===== src/rtl/gameport_if.sv =====
// CPU-side game port signals of the one-shot timer.
// The host drives the trigger and axis inputs; the timer returns flags, buttons and busy.
interface gameport_if #(
    parameter int NUM_AXES = 4,
    parameter int CNT_W    = 8,
    parameter int PRESC_W  = 8
);
    logic                      wr;
    logic [PRESC_W-1:0]        presc_limit;
    logic                      dig_mode;
    logic [NUM_AXES*CNT_W-1:0] axis_in;
    logic [2*NUM_AXES-1:0]     dig_dir;
    logic [3:0]                btn_in;
    logic [NUM_AXES-1:0]       axis_out;
    logic [3:0]                btn_out;
    logic                      busy;

    modport master (
        output wr, presc_limit, dig_mode, axis_in, dig_dir, btn_in,
        input  axis_out, btn_out, busy
    );

    modport slave (
        input  wr, presc_limit, dig_mode, axis_in, dig_dir, btn_in,
        output axis_out, btn_out, busy
    );
endinterface


===== src/rtl/gameport_timer.sv =====
// PC game port one-shot emulation: a prescaled position counter is compared
// against per-axis thresholds latched on each CPU write to the port.
module gameport_timer #(
    parameter int NUM_AXES = 4,
    parameter int CNT_W    = 8,
    parameter int PRESC_W  = 8
) (
    input  logic       clk_sys,
    input  logic       reset,
    gameport_if.slave  bus
);
    localparam logic [CNT_W-1:0] CNT_MAX  = '1;
    localparam logic [CNT_W-1:0] CNT_LAST = CNT_MAX - 1'b1;
    localparam logic [CNT_W-1:0] CNT_MID  = {1'b1, {(CNT_W-1){1'b0}}};

    logic [CNT_W-1:0]   counter;
    logic [PRESC_W-1:0] presc;
    logic [CNT_W-1:0]   thr     [NUM_AXES];
    logic [CNT_W-1:0]   thr_new [NUM_AXES];
    logic [NUM_AXES-1:0] hit;
    logic               tick;

    assign tick = bus.busy && !bus.wr && (presc == bus.presc_limit);

    // NOTE: every variable in an always_comb gets a value before any branch may
    // override it; a path that leaves one unassigned infers a latch.
    always_comb begin
        for (int i = 0; i < NUM_AXES; i++) begin
            thr_new[i] = {~bus.axis_in[i*CNT_W + CNT_W - 1], bus.axis_in[i*CNT_W +: CNT_W-1]};
            if (bus.dig_mode) begin
                unique case (bus.dig_dir[2*i +: 2])
                    2'b01:   thr_new[i] = '0;        // neg only
                    2'b10:   thr_new[i] = CNT_LAST;  // pos only
                    default: thr_new[i] = CNT_MID;   // centred
                endcase
            end
            hit[i] = (counter == thr[i]);
        end
    end

    // NOTE: state registers use non-blocking assignments so every flop samples
    // the pre-edge values, independent of statement order.
    always_ff @(posedge clk_sys) begin
        if (reset) begin
            bus.axis_out <= '0;
            bus.btn_out  <= 4'hF;
            bus.busy     <= 1'b0;
            counter      <= CNT_MAX;
            presc        <= '0;
            // NOTE: the thresholds are a few flops, not a RAM, so they take reset
            // and hold a defined all-ones value before the first write.
            for (int i = 0; i < NUM_AXES; i++) thr[i] <= CNT_MAX;
        end else begin
            bus.btn_out <= ~bus.btn_in;
            if (bus.wr) begin
                for (int i = 0; i < NUM_AXES; i++) thr[i] <= thr_new[i];
                bus.axis_out <= '1;
                bus.busy     <= 1'b1;
                counter      <= '0;
                presc        <= '0;
            end else if (bus.busy) begin
                // The last count lasts a single cycle: timeout lands on the first
                // edge that samples all-ones-minus-one.
                if (counter == CNT_LAST) begin
                    counter      <= CNT_MAX;
                    bus.busy     <= 1'b0;
                    bus.axis_out <= '0;
                end else begin
                    bus.axis_out <= bus.axis_out & ~hit;
                    if (tick) begin
                        presc   <= '0;
                        counter <= counter + 1'b1;
                    end else begin
                        presc   <= presc + 1'b1;
                    end
                end
            end
        end
    end
endmodule

===== src/flat_wrapper.sv =====
// flat-port wrapper written by rule: the top's interface ports become plain ports
module gameport_timer_flat 
#(
    parameter int NUM_AXES = 4,
    parameter int CNT_W    = 8,
    parameter int PRESC_W  = 8
)
  (clk_sys, reset, bus_wr, bus_presc_limit, bus_dig_mode, bus_axis_in, bus_dig_dir, bus_btn_in, bus_axis_out, bus_btn_out, bus_busy);
  gameport_if #(.NUM_AXES(NUM_AXES), .CNT_W(CNT_W), .PRESC_W(PRESC_W)) bus_i ();
  input  logic clk_sys;
  input  logic reset;
  input wire logic [$bits(bus_i.wr)-1:0] bus_wr;
  input wire logic [$bits(bus_i.presc_limit)-1:0] bus_presc_limit;
  input wire logic [$bits(bus_i.dig_mode)-1:0] bus_dig_mode;
  input wire logic [$bits(bus_i.axis_in)-1:0] bus_axis_in;
  input wire logic [$bits(bus_i.dig_dir)-1:0] bus_dig_dir;
  input wire logic [$bits(bus_i.btn_in)-1:0] bus_btn_in;
  output wire logic [$bits(bus_i.axis_out)-1:0] bus_axis_out;
  output wire logic [$bits(bus_i.btn_out)-1:0] bus_btn_out;
  output wire logic [$bits(bus_i.busy)-1:0] bus_busy;
  assign bus_i.wr = bus_wr;
  assign bus_i.presc_limit = bus_presc_limit;
  assign bus_i.dig_mode = bus_dig_mode;
  assign bus_i.axis_in = bus_axis_in;
  assign bus_i.dig_dir = bus_dig_dir;
  assign bus_i.btn_in = bus_btn_in;
  assign bus_axis_out = bus_i.axis_out;
  assign bus_btn_out = bus_i.btn_out;
  assign bus_busy = bus_i.busy;
  gameport_timer #(.NUM_AXES(NUM_AXES), .CNT_W(CNT_W), .PRESC_W(PRESC_W)) u_core (.clk_sys(clk_sys), .reset(reset), .bus(bus_i));
endmodule

===== config.mk =====
export PLATFORM = sky130hd
export DESIGN_NAME = gameport_timer_flat
export DESIGN_NICKNAME = d
export VERILOG_FILES = /design/src/rtl/gameport_if.sv /design/src/rtl/gameport_timer.sv /design/src/flat_wrapper.sv
export SDC_FILE = /design/constraint.sdc
export NUM_CORES = 1
export LEC_CHECK = 0
export CORE_MARGIN = 4
export CORE_UTILIZATION = 53
export CTS_BUF_LIST = sky130_fd_sc_hd__clkbuf_4 sky130_fd_sc_hd__clkbuf_8
export DETAILED_ROUTE_END_ITERATION = 10
export PLACE_DENSITY = 0.83
export SLEW_MARGIN = 20
export SYNTH_ARGS = -nofsm -noshare
export SYNTH_HDL_FRONTEND = slang
export SYNTH_SLANG_ARGS = --single-unit
export TNS_END_PERCENT = 1

===== constraint.sdc =====
create_clock -name clk_sys -period 2.75 [get_ports clk_sys]
set_input_delay 0.55 -clock clk_sys [delete_from_list [all_inputs] [get_ports clk_sys]]
set_output_delay 0.55 -clock clk_sys [all_outputs]
set_load 0.02 [all_outputs]

==> impl_metrics.json, run 1 <==
{
  "slew_headroom": 0.626,
  "dieArea_um2": 7070,
  "portBuffers": 64,
  "reg2reg_from": "u_core.counter[4]$_SDFFE_PP1P_",
  "drt_wl_total_um": 6910,
  "ys_top_cells_by_count": "41 x o21ai_0, 40 x inv_1, 40 x xor2_1, 32 x edfxtp_1, 25 x dfxtp_1",
  "finalSetupTns_ns": 0,
  "grt_pass1_wl_um": 11400,
  "hpwl_um": 4920,
  "postCtsSetupRepairBufs": 0,
  "dpl_cell_area_um2": 3820,
  "route.detailed.drc": 0,
  "grt_max_degree": 41,
  "worstSetupPathType": "input port to register",
  "yosysUniqueCellTypes": 44,
  "period_share": 0.780,
  "syn-num-nets": 392,
  "die_w_um": 84.1,
  "synth_seq_cells": 57,
  "wire_per_inst_um": 14.4,
  "status": "finished, final reports clean",
  "tritoncts": "done",
  "crit_fanout": 9,
  "powerDensity_nw_per_um2": 528,
  "synthesis.area_um2": 3070,
  "ys.flop_type": "edfxtp_1",
  "hold_depth": 2,
  "io_pins": 65,
  "final_area_um2": 4010,
  "cellLeakagePower_nw": 1.58,
  "hold-path-endpoint": "u_core.bus.axis_out[0]$_SDFFE_PP0P_",
  "antenna_found_initial": 0,
  "r2r_cells": 4,
  "clockBufferDepth": 2,
  "worstHoldStart": "u_core.bus.axis_out[0]$_SDFFE_PP0P_",
  "hold_viol_final": 0,
  "layout_setup_ws_ns": 0.605,
  "worstPathArrival_ns": 2.41,
  "drive_above_1_share": 0.0931,
  "regToRegEndpoint": "u_core.counter[1]$_SDFFE_PP1P_",
  "cts-root-buf": "clkbuf_8",
  "postCtsHoldBufs": 0,
  "rows": 27,
  "h-tree-depth": 3,
  "die_y_um": 84.1,
  "coreArea_um2": 5570,
  "ant_nets": 0,
  "vias_per_cell": 5.50,
  "cts_buffers": 9,
  "irDropWorstVdd_mv": 0.310,
  "syn_area_per_cell_um2": 9.21,
  "yosys_warnings": 0,
  "report.final.slew_viol_count": 0,
  "ys_async_sr_fraction": 0,
  "syn2layout_area_growth_pct": 30.6,
  "dr.pass1.iters": 4,
  "n_antenna_cell": 0,
  "start_util": 0.550,
  "gr-total-overflow": 0,
  "yosysMostFrequentCell": "o21ai_0",
  "synthCells": 333,
  "fin_nets": 462,
  "grt_pass1_vias": 2513,
  "synth_top_area_frac": 0.313,
  "worst_pin_slew_ns": 0.560,
  "cap_violations": 0,
  "r2r_setup_slack_ns": 0.69,
  "detailedPlace.worstSlack_ns": 0.289,
  "rsz0062_at_grt": "no",
  "utilization": 0.719,
  "worst_clock_skew_ns": 0.00581,
  "path_clk_slew_ns": 0.06,
  "setup_viol": 0,
  "synth-edff-count": 32,
  "clk_latency_ns": 0.32,
  "synth_area_leaders": "edfxtp_1 31%, dfxtp_1 16%, xor2_1 11%",
  "required_ns": 3.02,
  "ys_seq_area_frac": 0.476,
  "cts.sinks": 57,
  "drtIter0Drc": 227,
  "min_path_type": "register to register",
  "startpoint_type": "input port",
  "yosysTopAreaCell": "edfxtp_1",
  "period_minus_slack_ns": 2.15,
  "gp_congestion": 0.926,
  "cts_resized": 0,
  "vias": 2638,
  "end_kind": "register",
  "fmaxAchievable_mhz": 466,
  "track_usage": 0.202
}
==> critical path: stages <==
cell and delay, ns:
clkdlybuf4s50_1 0.41, xor2_1 0.17, nor4_4 0.44, nand3_4 0.10, buf_4 0.19, or3_2 0.46, nand3_1 0.09
==> registers in the layout, indices dropped and copies added, names as in the netlist <==
| register | count |
|---|---|
| u_core.presc | 8 |
| u_core.counter | 8 |
| u_core.bus.axis_out | 4 |
| u_core.thr | 32 |
| u_core.bus.busy | 1 |
| u_core.bus.btn_out | 4 |
==> layer usage <==
| layer | GRT usage | vias to the layer above | wire (µm) | share of wire |
|---|---|---|---|---|
| li1 | - | 1297 | - | - |
| met1 | 0.256 | 1204 | 2800 | 0.41 |
| met2 | 0.323 | 121 | 3380 | 0.49 |
| met3 | 0.0434 | 16 | 579 | 0.084 |
| met4 | 0.107 | 0 | 150 | 0.022 |
| met5 | 0 | - | 0 | 0 |
==> power by group <==
part	total [mW]	leakage, nW	switching (mW)	internal [mW]
combinational	0.361	0.973	0.173	0.188
clock	0.727	0.101	0.311	0.416
sequential	1.03	0.510	0.0590	0.970
==> cell families after synthesis <==
family	after synthesis	share of synthesized area
xor+xnor	42	0.120
flops	57	0.476
buf+inv	59	0.0750
compound gates	72	0.132
simple gates	98	0.178
fa+ha+maj	3	0.0122
mux	2	0.00653
==> stage by stage <==
stage	instances	hold slack [ns]	power (mW)
final	480	0.497	2.12
after global routing	480	0.506	2.21
after CTS	480	0.493	2.12
after detailed placement	464	0.482	1.40
after global placement	464	0.464	1.39
after floorplan	333	0.473	1.24
==> layout by cell type, fill, tap and decap left out, types with 2 or more instances in the layout <==
cell,count
edfxtp_1,32
nand2b_1,5
nor2_1,14
a41oi_1,2
nand4_1,5
nor3_1,8
a31oi_1,4
nand2_1,19
and3_1,5
inv_1,40
o21ai_0,41
xor2_1,40
or3_2,2
clkbuf_8,11
buf_4,13
xnor2_1,2
nand3b_1,4
clkdlybuf4s50_1,64
ha_1,3
dfxtp_1,25
or4_1,2
mux2i_1,2
nor4_1,10
clkbuf_4,4
a21oi_1,14
nand3_1,17
==> how the worst max path moves through the flow <==
stage / slack, ns / startpoint / cells after the start / to
after CTS: 0.63 / bus_presc_limit[7] / 7 / u_core.counter[6]$_SDFFE_PP1P_
after global placement: 0.33 / bus_presc_limit[7] / 6 / u_core.counter[1]$_SDFFE_PP1P_
after floorplan: 0.60 / bus_wr / 6 / u_core.presc[3]$_SDFFE_PP0P_
after detailed placement: 0.29 / bus_presc_limit[7] / 6 / u_core.counter[1]$_SDFFE_PP1P_
after global routing: 0.49 / bus_presc_limit[7] / 7 / u_core.counter[6]$_SDFFE_PP1P_
final: 0.60 / bus_presc_limit[7] / 7 / u_core.counter[6]$_SDFFE_PP1P_
==> cell type report <==
class / instances / area [µm²]
timing repair buffer: 77 / 738
multi-input combinational: 217 / 1380
inverter: 41 / 154
sequential: 57 / 1460
tap: 72 / 90.1
clock inverter: 1 / 5.00
fill: 421 / 1570
clock buffer: 15 / 181
Note: power is estimated with default switching activity, not from simulation.
==> run 2: changes to the inputs <==
--- a/config.mk
+++ b/config.mk
@@ -6,10 +6,10 @@
 export NUM_CORES = 1
 export LEC_CHECK = 0
 export CORE_MARGIN = 4
-export CORE_UTILIZATION = 53
+export CORE_UTILIZATION = 48
 export CTS_BUF_LIST = sky130_fd_sc_hd__clkbuf_4 sky130_fd_sc_hd__clkbuf_8
 export DETAILED_ROUTE_END_ITERATION = 10
-export PLACE_DENSITY = 0.83
+export PLACE_DENSITY = 0.79
 export SLEW_MARGIN = 20
 export SYNTH_ARGS = -nofsm -noshare
 export SYNTH_HDL_FRONTEND = slang
==> constraint.sdc (replaced) <==
create_clock -name clk_sys -period 1.86 [get_ports clk_sys]
set_input_delay 0.372 -clock clk_sys [delete_from_list [all_inputs] [get_ports clk_sys]]
set_output_delay 0.372 -clock clk_sys [all_outputs]
set_load 0.02 [all_outputs]
==> impl_metrics.json, run 2 (same netlist as run 1, synthesis figures left out) <==
{
  "status": "finished, final reports clean",
  "vias_per_cell": 5.46,
  "dieArea_um2": 7730,
  "grt_pass1_wl_um": 12500,
  "crit_family": "simple AND/OR/NAND/NOR gates",
  "io_pins": 65,
  "clk_latency_ns": 0.34,
  "swShare": 0.257,
  "period_share": 0.969,
  "track_usage": 0.215,
  "top_regs": "u_core.thr x32, u_core.counter x8, u_core.presc x8",
  "required_ns": 2.07,
  "utilization": 0.714,
  "hold_viol_final": 0,
  "gp_congestion": 0.913,
  "coreArea_um2": 6060,
  "drtIter0Drc": 255,
  "mostFrequentLayoutCells": "60 x clkdlybuf4s50_1, 40 x o21ai_0, 39 x inv_1, 39 x buf_4, 37 x xor2_1",
  "worstSetupPathType": "input port to register",
  "worst_clock_skew_ns": 0.0119,
  "busiest_layer": "met2",
  "cts-root-buf": "clkbuf_8",
  "min_path_type": "register to register",
  "fmaxAchievable_mhz": 555,
  "wire_per_inst_um": 15.3,
  "internal_power_mw": 2.42,
  "crit_path_top_delay_cell": "or4_4",
  "irDropWorstVdd_mv": 0.647,
  "gr-total-overflow": 0,
  "cellLeakagePower_nw": 1.78,
  "cts_buffers": 9,
  "path_clk_slew_ns": 0.06,
  "portBuffers": 64,
  "grt_max_degree": 30,
  "ant_nets": 0,
  "vias": 2800,
  "crit_fanout": 5,
  "clockBufferDepth": 2,
  "syn2layout_area_growth_pct": 41.1,
  "startpoint_type": "input port",
  "fin_nets": 492,
  "slew_headroom": 0.730,
  "met3_usage": 0.0734,
  "grt.met1_usage": 0.251,
  "final_area_um2": 4330,
  "n_antenna_cell": 0,
  "hpwl_um": 5440,
  "cap_violations": 0,
  "postCtsHoldBufs": 0,
  "worstPathArrival_ns": 2.02,
  "die_y_um": 87.9,
  "top_register": "u_core.thr",
  "critical_path.cell_chain": "clkdlybuf4s50_1 -> xor2_1 -> nor4_4 -> nand3_4 -> buf_6 -> a211oi_2 -> or4_4",
  "cts.sinks": 57,
  "p_seq_frac": 0.454,
  "largest_register_ffs": 32,
  "critPathMaxStageDelay_ns": 0.52,
  "setup_viol": 0,
  "critPathBufInv": 2,
  "route.detailed.drc": 0,
  "end_kind": "register",
  "power.total_mw": 3.25,
  "drt_wl_total_um": 7840,
  "period_minus_slack_ns": 1.80,
  "dr.pass1.iters": 7,
  "fill_cells": 476,
  "h-tree-depth": 3,
  "start_util": 0.506,
  "rows": 28,
  "report.final.slew_viol_count": 0,
  "die_w_um": 87.9,
  "final_common_cell": "clkdlybuf4s50_1",
  "powerDensity_nw_per_um2": 751,
  "worst_pin_slew_ns": 0.403,
  "antenna_found_initial": 0,
  "tritoncts": "done",
  "power_switching_mw": 0.835,
  "pwr-share-comb": 0.202,
  "dpl_cell_area_um2": 4050,
  "clkPwrFrac": 0.344,
  "grt_pass1_vias": 2766,
  "grtUsageMet2": 0.347,
  "drive_above_1_share": 0.178
}
-- run 2: changes by cell type in the layout (fill, tap and decap cells not counted), moves of 2 or more --
cell | previous run | this run
xor2_1 | 40 | 37
dlymetal6s2s_1 | 0 | 4
clkdlybuf4s50_1 | 64 | 60
dfxtp_1 | 25 | 23
buf_12 | 0 | 2
xor2_2 | 0 | 3
buf_4 | 13 | 39
-- run 2: final cells by class --
type	instances	area (µm²)	area share
inverter	41	158	0.0364
tap	75	93.8	0.0217
multi-input combinational	217	1420	0.327
clock buffer	16	195	0.0451
timing repair buffer	107	1000	0.231
sequential	57	1470	0.339
-- run 2: path summary, 6_finish.rpt --
path | from | endpoint | slack (ns) | cells past startpoint
worst max-delay path | bus_presc_limit[1] | u_core.counter[1]$_SDFFE_PP1P_ | 0.06 | 7
worst min register to register | u_core.bus.axis_out[3]$_SDFFE_PP0P_ | u_core.bus.axis_out[3]$_SDFFE_PP0P_ | 0.48 | 2
worst min-delay path | u_core.bus.axis_out[3]$_SDFFE_PP0P_ | u_core.bus.axis_out[3]$_SDFFE_PP0P_ | 0.48 | 2
worst max register to register | u_core.counter[0]$_SDFFE_PP1P_ | u_core.counter[1]$_SDFFE_PP1P_ | 0.06 | 6
-- run 2: power groups by stage --
stage,logic (mW),clock network [mW],registers (mW)
after floorplan,0.329,0,1.51
after global placement,0.618,0,1.50
after detailed placement,0.633,0,1.50
after CTS,0.641,1.13,1.48
after global routing,0.715,1.18,1.49
final,0.657,1.12,1.48
-- run 2: stage by stage --
step / TNS, ns / std cells / hold slack (ns) / setup WS [ns]
after global placement: -3.70 / 492 / 0.465 / -0.379
after detailed placement: -4.79 / 492 / 0.480 / -0.422
after global routing: -0.00288 / 513 / 0.521 / -0.00288
final: 0 / 513 / 0.485 / 0.0574
after CTS: -0.123 / 510 / 0.488 / -0.0387
after floorplan: -0.0132 / 333 / 0.446 / -0.0132
-- run 2: timing repair --
| item | CTS | global route |
|---|---|---|
| endpoints found under the setup margin | 4 | 10 |
| endpoints found under the hold margin | 0 | 0 |
| buffers inserted | 2 | 2 |
| pin swaps | 2 | 6 |
| gates cloned | 0 | 1 |
| gates resized for setup | 2 | 13 |
-- run 2: layer usage --
metal  part of all wire  routed length, µm
met1               0.39               3070
met2               0.49               3810
met3              0.084                657
met4              0.040                313
met5                  0                  0
-- run 2: worst register-to-register path, cell delays in order, from the launching register on --
cell and delay [ns]:
dfxtp_1 0.33, inv_1 0.06, ha_1 0.20, nand3_1 0.12
or2_1 0.31, a211oi_2 0.13, or4_4 0.52
==> run 3: changes to the inputs <==
--- a/config.mk
+++ b/config.mk
@@ -6,10 +6,11 @@
 export NUM_CORES = 1
 export LEC_CHECK = 0
 export CORE_MARGIN = 4
-export CORE_UTILIZATION = 48
+export CORE_UTILIZATION = 40
 export CTS_BUF_LIST = sky130_fd_sc_hd__clkbuf_4 sky130_fd_sc_hd__clkbuf_8
 export DETAILED_ROUTE_END_ITERATION = 10
-export PLACE_DENSITY = 0.79
+export GPL_TIMING_DRIVEN = 0
+export PLACE_DENSITY = 0.68
 export SLEW_MARGIN = 20
 export SYNTH_ARGS = -nofsm -noshare
 export SYNTH_HDL_FRONTEND = slang
==> impl_metrics.json, run 3 (same netlist as run 1, synthesis figures left out) <==
{
  "status": "finished, violations left",
  "violations": "setup timing",
  "io_pins": 65,
  "cap_violations": 0,
  "die_y_um": 95.6,
  "h-tree-depth": 3,
  "startpoint_type": "input port",
  "drtIter0Drc": 207,
  "track_usage": 0.171,
  "busiest_layer": "met2",
  "clockBufferDepth": 2,
  "layout_setup_ws_ns": -0.147,
  "top_regs": "u_core.thr x32, u_core.counter x8, u_core.presc x8",
  "dieArea_um2": 9130,
  "slew_headroom": 0.643,
  "ant_nets": 0,
  "period_share": 1.08,
  "grt_pass1_vias": 2611,
  "irDropWorstVdd_mv": 0.339,
  "rsz0062_at_grt": "yes",
  "drt_wl_total_um": 7260,
  "worstSetupPathType": "input port to register",
  "internal_power_mw": 2.41,
  "antenna_found_initial": 0,
  "critical_path.cell_chain": "clkdlybuf4s50_1 -> xor2_1 -> nor4_4 -> buf_4 -> nand4_4 -> and2_4 -> a211o_1",
  "rows": 31,
  "cts_buffers": 9,
  "fin_nets": 468,
  "crit_fanout": 10,
  "worstPathArrival_ns": 2.22,
  "drive_above_1_share": 0.118,
  "tritoncts": "done",
  "wire_per_inst_um": 14.1,
  "hpwl_um": 5120,
  "vias": 2596,
  "fmaxAchievable_mhz": 498,
  "fin_cells": 513,
  "met3_usage": 0.0521,
  "grt.met1_usage": 0.197,
  "n_antenna_cell": 0,
  "utilization": 0.557,
  "clk_latency_ns": 0.33,
  "grt_pass1_wl_um": 11700,
  "dp.cells": 494,
  "crit_path_top_delay_cell": "clkdlybuf4s50_1",
  "power_switching_mw": 0.814,
  "setup_viol": 7,
  "vias_per_cell": 5.06,
  "hold_viol_final": 0,
  "path_clk_slew_ns": 0.07,
  "critPathMaxStageDelay_ns": 0.41,
  "cellLeakagePower_nw": 1.58,
  "worst_pin_slew_ns": 0.536,
  "grtUsageMet2": 0.287,
  "swShare": 0.253,
  "gp_congestion": 0.874,
  "die_w_um": 95.6,
  "syn2layout_area_growth_pct": 33.8,
  "top_register": "u_core.thr",
  "grt_max_degree": 20,
  "coreArea_um2": 7370,
  "portBuffers": 62,
  "report.final.slew_viol_count": 0,
  "worst_clock_skew_ns": 0.00655,
  "end_kind": "register",
  "final_common_cell": "clkdlybuf4s50_1",
  "clkPwrFrac": 0.360,
  "p_seq_frac": 0.460,
  "dr.pass1.iters": 4,
  "start_util": 0.416,
  "cts-root-buf": "clkbuf_8",
  "mostFrequentLayoutCells": "62 x clkdlybuf4s50_1, 41 x o21ai_0, 40 x xor2_1, 39 x inv_1, 32 x edfxtp_1",
  "min_path_type": "register to register",
  "required_ns": 2.08,
  "gr-total-overflow": 0,
  "largest_register_ffs": 32,
  "powerDensity_nw_per_um2": 786,
  "cts.sinks": 57,
  "period_minus_slack_ns": 2.01,
  "route.detailed.drc": 0,
  "pwr-share-comb": 0.179
}
[run 3: cell count changes in the layout (fill, tap and decap cells not counted), sizes merged, moves of 2 or more]
cell and change:
buf -33, clkdlybuf4s50 +2, dlymetal6s2s -4, clkbuf +7, clkinv +2
[run 3: critical path, delay by kind of cell]
| kind | cells | cell delay (ns) |
|---|---|---|
| compound gates | 1 | 0.29 |
| xor+xnor | 1 | 0.17 |
| buf+inv | 2 | 0.60 |
| simple gates | 3 | 0.79 |
[run 3: path summary, 6_finish.rpt]
check	start	to	slack, ns	depth (start not counted)
max	bus_presc_limit[7]	u_core.counter[2]$_SDFFE_PP1P_	-0.15	7
min	u_core.bus.axis_out[3]$_SDFFE_PP0P_	u_core.bus.axis_out[3]$_SDFFE_PP0P_	0.49	2
max reg2reg	u_core.counter[0]$_SDFFE_PP1P_	u_core.counter[1]$_SDFFE_PP1P_	-0.09	7
min reg2reg	u_core.bus.axis_out[3]$_SDFFE_PP0P_	u_core.bus.axis_out[3]$_SDFFE_PP0P_	0.49	2
[run 3: per-layer routing]
layer / wire length (µm) / share of wire
met5: 0 / 0
met4: 103 / 0.014
met3: 475 / 0.065
met2: 3640 / 0.50
met1: 3040 / 0.42
[run 3: layout make-up]
class | count | area (µm²)
sequential | 57 | 1470
multi-input combinational | 217 | 1420
clock buffer | 13 | 160
clock inverter | 3 | 40.0
timing repair buffer | 65 | 647
timing repair inverter | 1 | 7.51
fill | 666 | 3270
tap | 99 | 124
inverter | 41 | 158
buffer | 17 | 78.8
[run 3: power groups by stage]
stage / combinational [mW] / clock, mW / sequential [mW]
finish: 0.579 / 1.16 / 1.48
CTS: 0.575 / 1.18 / 1.48
global placement: 0.560 / 0 / 1.50
global route: 0.641 / 1.25 / 1.49
detailed placement: 0.568 / 0 / 1.51
floorplan: 0.329 / 0 / 1.51
[run 3: what timing repair did]
| action | in CTS | in global routing |
|---|---|---|
| pin swaps | 3 | 2 |
| buffers inserted | 0 | 3 |
| endpoints found under the setup margin | 49 | 29 |
| cloned | 1 | 0 |
| endpoints found under the hold margin | 0 | 0 |
| resized for setup | 5 | 12 |
| hold buffers | 0 | 0 |
[run 3: metrics by stage]
stage / setup WS (ns) / hold WS (ns) / power (mW) / TNS, ns / area, µm²
final: -0.147 / 0.486 / 3.22 / -0.428 / 4100
after global placement: -0.626 / 0.463 / 2.06 / -26.71 / 3820
after CTS: -0.218 / 0.479 / 3.24 / -1.03 / 4040
after detailed placement: -0.708 / 0.476 / 2.08 / -29.63 / 3820
after global routing: -0.200 / 0.513 / 3.38 / -1.15 / 4100
after floorplan: -0.0132 / 0.446 / 1.84 / -0.0132 / 3080
